### config.mk
export PLATFORM = sky130hd
export DESIGN_NAME = m68k_bus_responder
export DESIGN_NICKNAME = d
export VERILOG_FILES = /design/src/rtl/m68k_bus_responder.sv
export SDC_FILE = /design/constraint.sdc
export NUM_CORES = 2
export LEC_CHECK = 0
export CAP_MARGIN = 20
export CORE_AREA = 4 4 809 811
export CTS_BUF_LIST = sky130_fd_sc_hd__clkbuf_8
export DETAILED_ROUTE_END_ITERATION = 12
export DIE_AREA = 0 0 813 815
export PLACE_DENSITY = 0.48
export SLEW_MARGIN = 15
export SYNTH_ARGS = -nofsm -noshare
export SYNTH_HDL_FRONTEND = slang
export SYNTH_SLANG_ARGS = --single-unit
### constraint.sdc
create_clock -name PI_CLK -period 7.05 [get_ports PI_CLK]
set_clock_uncertainty 0.15 [all_clocks]
set_input_delay 1.0575 -clock PI_CLK [delete_from_list [all_inputs] [get_ports PI_CLK]]
set_output_delay 1.0575 -clock PI_CLK [all_outputs]
set_load 0.05 [all_outputs]
### src/rtl/m68k_bus_responder.sv
// 68000 bus target: synchronizes the strobes of an asynchronous bus cycle and
// answers hits in its address window from a local word store with DTACK_n/BERR_n.
module m68k_bus_responder #(
  parameter logic [23:0] BASE_ADDR   = 24'hE80000,
  parameter int          ADDR_BITS   = 8,
  parameter int          WAIT_CYCLES = 4
) (
  input  logic        PI_CLK,
  input  logic        RESET,
  input  logic [23:1] M68K_A,
  input  logic        M68K_AS_n,
  input  logic        M68K_UDS_n,
  input  logic        M68K_LDS_n,
  input  logic        M68K_RW,
  input  logic [15:0] M68K_D_IN,
  output logic [15:0] M68K_D_OUT,
  output logic        M68K_D_OE,
  output logic        M68K_DTACK_n,
  output logic        M68K_BERR_n,
  input  logic        WP,
  output logic        BUSY,
  output logic [15:0] ACCESS_CNT
);

  typedef enum logic [1:0] {S_IDLE, S_WAIT, S_ACK, S_MISS} state_t;

  state_t state, next_state;

  logic [1:0] as_sync, uds_sync, lds_sync;
  logic       as_s, uds_s, lds_s;

  logic [ADDR_BITS-1:0] idx_q;
  logic                 rw_q, uds_q, lds_q, err_q;
  logic [15:0]          din_q, dout_q, cnt_q;
  logic [3:0]           wait_cnt;

  logic [15:0] store [2**ADDR_BITS];

  logic request, hit, ack_entry, write_ok;

  // Strobes are the only asynchronous inputs that need synchronizing; address,
  // direction and write data are already stable by the time a strobe is seen.
  always_ff @(posedge PI_CLK or posedge RESET) begin
    if (RESET) begin
      as_sync  <= 2'b11;
      uds_sync <= 2'b11;
      lds_sync <= 2'b11;
    end else begin
      as_sync  <= {as_sync[0], M68K_AS_n};
      uds_sync <= {uds_sync[0], M68K_UDS_n};
      lds_sync <= {lds_sync[0], M68K_LDS_n};
    end
  end

  assign as_s  = as_sync[1];
  assign uds_s = uds_sync[1];
  assign lds_s = lds_sync[1];

  assign request   = !as_s && (!uds_s || !lds_s);
  assign hit       = M68K_A[23:ADDR_BITS+1] == BASE_ADDR[23:ADDR_BITS+1];
  assign ack_entry = (state == S_WAIT) && (next_state == S_ACK);
  assign write_ok  = !rw_q && !WP;

  // NOTE: sequential state uses non-blocking assignments so every flop samples
  // the pre-edge values regardless of block ordering.
  always_ff @(posedge PI_CLK or posedge RESET) begin
    if (RESET) state <= S_IDLE;
    else       state <= next_state;
  end

  // NOTE: next_state gets a default first so no path through the case infers a latch.
  always_comb begin
    next_state = state;
    case (state)
      S_IDLE: if (request) next_state = hit ? S_WAIT : S_MISS;
      S_WAIT: begin
        if (as_s)                next_state = S_IDLE;
        else if (wait_cnt == '0) next_state = S_ACK;
      end
      S_ACK:  if (as_s) next_state = S_IDLE;
      S_MISS: if (as_s) next_state = S_IDLE;
      default: next_state = S_IDLE;
    endcase
  end

  always_ff @(posedge PI_CLK or posedge RESET) begin
    if (RESET) begin
      idx_q    <= '0;
      rw_q     <= 1'b1;
      uds_q    <= 1'b1;
      lds_q    <= 1'b1;
      din_q    <= '0;
      dout_q   <= '0;
      wait_cnt <= '0;
      err_q    <= 1'b0;
      cnt_q    <= '0;
    end else begin
      if (state == S_IDLE && request) begin
        idx_q    <= M68K_A[ADDR_BITS:1];
        rw_q     <= M68K_RW;
        uds_q    <= uds_s;
        lds_q    <= lds_s;
        din_q    <= M68K_D_IN;
        wait_cnt <= 4'(WAIT_CYCLES);
        if (hit && M68K_RW) dout_q <= store[M68K_A[ADDR_BITS:1]];
      end
      if (state == S_WAIT && wait_cnt != '0) wait_cnt <= wait_cnt - 4'd1;
      if (ack_entry) begin
        err_q <= !rw_q && WP;
        if (rw_q || !WP) cnt_q <= cnt_q + 16'd1;
      end
    end
  end

  // NOTE: the store is deliberately left out of reset so it can map onto RAM.
  always_ff @(posedge PI_CLK) begin
    if (ack_entry && write_ok) begin
      if (!uds_q) store[idx_q][15:8] <= din_q[15:8];
      if (!lds_q) store[idx_q][7:0]  <= din_q[7:0];
    end
  end

  // Bus drivers decode straight from the state register so reset releases them at once.
  always_comb begin
    BUSY         = state != S_IDLE;
    M68K_D_OE    = rw_q && (state == S_WAIT || state == S_ACK);
    M68K_DTACK_n = !(state == S_ACK && !err_q);
    M68K_BERR_n  = !(state == S_ACK && err_q);
    M68K_D_OUT   = dout_q;
    ACCESS_CNT   = cnt_q;
  end

endmodule

==> results <==
- The flow ran to the end, and the final reports show no timing, DRC or antenna violations.
- The number of global-route vias before repair is 84700.
- The maximum number of pins on one net before global-route repair is 181.
- The root buffer cell chosen for the clock tree is sky130_fd_sc_hd__clkbuf_8.
- The overall die width is 813 µm.
- The leftover overflow at the end of global routing is 0.
- The clock passes through at most 4 buffers.
- After detailed routing, the number of remaining DRC violations is 0.
- STA classifies the critical path startpoint as a flip-flop.
- Max-cap violations in this run came to 0.
- At the pin with the least slew margin, the transition time is 1.25 ns.
- The critical path's slowest cell is sky130_fd_sc_hd__nand4_1.
- After clock tree synthesis, the clock-pin slew on the worst setup and hold paths is approximately 0.06 ns.
- The detailed-route via count is 82500.
- The number of buffers and inverters on the critical path is 2.
- The critical path is of the flip-flop to flip-flop type.
- The number of H-tree levels is 6.
- The number of enable flip-flop cells after synthesis is 4096.
- The HPWL after detailed placement is 303000 µm.
- The clock drives 4168 sinks.
- The area of the die is 663000 µm².
- The average instance in the mapped netlist occupies 20.8 µm².
- The count of cells in the finished layout, fillers not included, comes to ~17000.
- Clock latency on the worst-skew pair, taken at its later pin, is approximately 1.2 ns.
- In this run, placement finished with an instance count of ~16000.
- The floorplan step set the die height to 815 µm.
- VDD sags by at most between 0.3 and 0.4 mV.
- In this run the static leakage power is approximately 57 nW.
- The number of nets handed over by synthesis was 7815.
- The shortest clock period the worst path allows after layout is ~5.7 ns.
- The number of failing hold endpoints at the final stage was 0.
- The worst pin sits at a relative slew slack of 0.148.
- Dividing the detail-routed wire length by the instance count gives 28.2 µm.
- The endpoint class of the critical path is a flip-flop.
- The most instantiated flip-flop cell in the synthesis netlist is sky130_fd_sc_hd__edfxtp_1.
- TritonCTS built the clock tree.
- The number of top-level pins is 82.
- The power after layout is 0.0586 W.
- The number of storage elements in the synthesis netlist is 4168.
- At the end of routability-driven placement, the weighted congestion stood at 0.847.
- The share of the Yosys chip area taken by registers is 0.773.
- Relative to the synthesized area, the layout overhead comes to 15.0%.
- The number of antenna violations at the first check in global routing is 36.
- The async set-reset flop share out of synthesis is 0.0173.
- For the worst setup path, the data arrival time is 6.39 ns.
- The first-pass detailed-route iteration total is 8.
- The number of library cell types mapped by synthesis is 70.
- Derived from the worst setup path, the maximum achievable clock frequency is 176 MHz.
- The wire length of the first global-routing pass is 680000 µm.
- Using the TritonRoute via totals, the vias-per-cell ratio works out to 4.74.
- The final sum of negative setup slack is 0 ns.
- In this run the worst hold path is classified as flip-flop to flip-flop.
- The count of pins over their slew limit is 0.
- The DRC marker count from the first detailed-route iteration is approximately 9200.
- The number of synthesis warnings is 0.
- For this configuration, the core starts out at a cell density of 0.249.
- The detail route stage leaves a number of antenna-violating nets equal to 0.
- In this run, CTS created clock tree buffers numbering approximately 670.
- The global-route usage over all layers is 0.143.
- For the worst setup path, the data required time is 7.74 ns.
- Once the clock tree was built, the setup fixing pass inserted 0 buffers.
- The finished cells cover 186000 µm².
- The total placed instance area is 174000 µm².
- Setup repair after global routing left no endpoint under its margin.
- The biggest fanout along the worst timing path is 16.
- Walking the worst path, the cells encountered are inv_1 > ha_1 > nor4bb_1 > o21ai_0 > a21boi_0 > a2111oi_4 > nor4b_4 > buf_4 > nand4_1 > nor2_1.
- The core region area is 648000 µm².
- The total power per unit cell area is 315 nW/µm².
- For this block, the routed nets add up to 491000 µm of wire.
- The count of buffers added on input and output ports is 81.
- The instance count of the mapped netlist is 7762.
- On the critical path the largest part of the delay comes from simple AND/OR/NAND/NOR gates.
- Once layout is complete, the utilization of the core stands at 0.287.
- In the finished design, the share of the clock period the worst path needs comes to 0.808.
- The share of layout cells above drive strength 1 is 0.237.
- The net count of the finished layout is 8315.
- Setup violations remaining at the end of the flow were counted as 0.
- After floorplanning, the core was divided into 296 placement rows.
- The cell area after technology mapping is 162000 µm².
- The critical path's largest stage delay is 0.94 ns.
==> cell usage after synthesis (6+ instances only) <==
cell type | number | area (µm²)
sky130_fd_sc_hd__edfxtp_1 | 4096 | 123000
sky130_fd_sc_hd__mux4_2 | 904 | 20400
sky130_fd_sc_hd__nor2_1 | 657 | 2470
sky130_fd_sc_hd__mux2i_1 | 416 | 4160
sky130_fd_sc_hd__clkbuf_1 | 239 | 897
sky130_fd_sc_hd__nand2_1 | 170 | 638
sky130_fd_sc_hd__buf_2 | 143 | 716
sky130_fd_sc_hd__o22ai_1 | 120 | 751
sky130_fd_sc_hd__a21oi_1 | 87 | 435
sky130_fd_sc_hd__o21ai_0 | 72 | 360
sky130_fd_sc_hd__buf_1 | 66 | 248
sky130_fd_sc_hd__o221ai_1 | 64 | 561
sky130_fd_sc_hd__dfrtp_1 | 63 | 1580
sky130_fd_sc_hd__nor3_1 | 55 | 275
sky130_fd_sc_hd__a211oi_1 | 49 | 368
sky130_fd_sc_hd__a2111oi_0 | 48 | 420
sky130_fd_sc_hd__nand3_1 | 48 | 240
sky130_fd_sc_hd__a221oi_1 | 37 | 324
sky130_fd_sc_hd__mux2_2 | 35 | 394
sky130_fd_sc_hd__a22oi_1 | 34 | 255
sky130_fd_sc_hd__buf_4 | 30 | 225
sky130_fd_sc_hd__nor4_1 | 27 | 169
sky130_fd_sc_hd__nand4_1 | 21 | 131
sky130_fd_sc_hd__nand3_4 | 18 | 315
sky130_fd_sc_hd__a32oi_1 | 17 | 149
sky130_fd_sc_hd__and2_1 | 17 | 106
sky130_fd_sc_hd__inv_1 | 16 | 60.1
sky130_fd_sc_hd__o22a_1 | 15 | 131
sky130_fd_sc_hd__nor2b_1 | 13 | 81.3
sky130_fd_sc_hd__o2111ai_1 | 12 | 105
sky130_fd_sc_hd__a22o_1 | 11 | 96.3
sky130_fd_sc_hd__and3_1 | 11 | 68.8
sky130_fd_sc_hd__dfstp_2 | 9 | 236
sky130_fd_sc_hd__xor2_1 | 9 | 78.8
sky130_fd_sc_hd__a211o_1 | 8 | 70.1
sky130_fd_sc_hd__nand2b_1 | 8 | 50.1
sky130_fd_sc_hd__o31ai_1 | 8 | 60.1
sky130_fd_sc_hd__or3_1 | 8 | 50.1
sky130_fd_sc_hd__ha_1 | 7 | 87.6
sky130_fd_sc_hd__o41ai_1 | 7 | 61.3
sky130_fd_sc_hd__or4_1 | 7 | 52.6
sky130_fd_sc_hd__xnor2_1 | 7 | 61.3
sky130_fd_sc_hd__a31oi_1 | 6 | 37.5
sky130_fd_sc_hd__a32o_1 | 6 | 60.1
sky130_fd_sc_hd__o32ai_1 | 6 | 52.6
==> registers in the layout, indices dropped and copies added (netlist names) <==
name	flops
as_sync	2
state	2
ACCESS_CNT	16
err_q	1
uds_q	1
store	4096
uds_sync	2
wait_cnt	4
lds_sync	2
rw_q	1
M68K_D_OUT	16
din_q	16
lds_q	1
idx_q	8
==> worst paths after layout <==
path | from | endpoint | slack [ns] | cells past startpoint
setup / recovery | state[1] | store[227][12] | 1.36 | 10
hold / removal | as_sync[0] | as_sync[1] | 0.21 | 0
setup reg to reg | state[1] | store[227][12] | 1.36 | 10
hold reg to reg | as_sync[0] | as_sync[1] | 0.21 | 0
max in group asynchronous | RESET | M68K_D_OUT[5] | 4.90 | 4
min in group asynchronous | RESET | din_q[9] | 0.64 | 3
==> metrics by stage <==
step / setup slack (ns) / hold slack (ns)
3_5_place_dp: 1.01 / 0.197
3_3_place_gp: 0.468 / 0.196
2_1_floorplan: 2.92 / 0.195
6_report: 1.36 / 0.207
5_1_grt: 1.14 / 0.214
4_1_cts: 1.46 / 0.147
==> cells by family after synthesis <==
| family | count (synthesis) | share of synthesized area |
|---|---|---|
| buffers and inverters | 498 | 0.0135 |
| adder cells (fa/ha/maj) | 7 | 0.000542 |
| flip-flops | 4168 | 0.773 |
| AO/OA/AOI/OAI | 632 | 0.0281 |
| multiplexers | 1355 | 0.154 |
| AND/OR/NAND/NOR | 1086 | 0.0302 |
| XOR/XNOR | 16 | 0.000867 |
==> report_power, final <==
group / internal, W / switching [W] / leakage (nW)
registers: 0.0311 / 0.00101 / 37.7
logic: 0.00123 / 0.00586 / 12.4
clock network: 0.00966 / 0.00971 / 6.93
total: 0.0420 / 0.0166 / 57.1
==> cell usage in the layout, fill, tap and decap left out, types with 41 or more instances in the layout <==
cell type / synthesis / routed
sky130_fd_sc_hd__clkdlybuf4s50_1: 0 / 76
sky130_fd_sc_hd__mux4_2: 904 / 904
sky130_fd_sc_hd__nand3_1: 48 / 45
sky130_fd_sc_hd__o21ai_0: 72 / 71
sky130_fd_sc_hd__o22ai_1: 120 / 120
sky130_fd_sc_hd__inv_1: 16 / 214
sky130_fd_sc_hd__o221ai_1: 64 / 64
sky130_fd_sc_hd__edfxtp_1: 4096 / 4096
sky130_fd_sc_hd__a211oi_1: 49 / 49
sky130_fd_sc_hd__nand2_1: 170 / 162
sky130_fd_sc_hd__mux2i_1: 416 / 416
sky130_fd_sc_hd__nor2_1: 657 / 651
sky130_fd_sc_hd__clkinv_1: 0 / 159
sky130_fd_sc_hd__dfrtp_1: 63 / 47
sky130_fd_sc_hd__a21oi_1: 87 / 87
sky130_fd_sc_hd__buf_12: 0 / 42
sky130_fd_sc_hd__buf_4: 30 / 177
sky130_fd_sc_hd__a2111oi_0: 48 / 41
sky130_fd_sc_hd__clkinv_2: 0 / 63
sky130_fd_sc_hd__nor3_1: 55 / 55
sky130_fd_sc_hd__clkbuf_8: 0 / 694
==> metal layers <==
metal  wire, µm  track usage  vias up  part of all wire
met5        127            0        -           0.00026
met3      36300       0.0268      775             0.074
li1           -            -    33400                 -
met1     206000        0.195    44600              0.42
met2     231000        0.228     3712              0.47
met4      18300       0.0514       18             0.037
==> cell type report <==
type,count,area [µm²]
sequential,4168,125000
clock inverter,485,2580
multi-input combinational,3096,34700
antenna,12,30.0
inverter,17,76.3
clock buffer,694,9550
timing repair buffer,308,3120
tap,8642,10800
fill,63200,462000
==> what timing repair did <==
item | CTS | global route
endpoints found under the hold margin | 35 | 0
hold buffers | 4 | 0
resized for setup | 0 | 0
No activity file was read; power rests on OpenSTA's default activity.
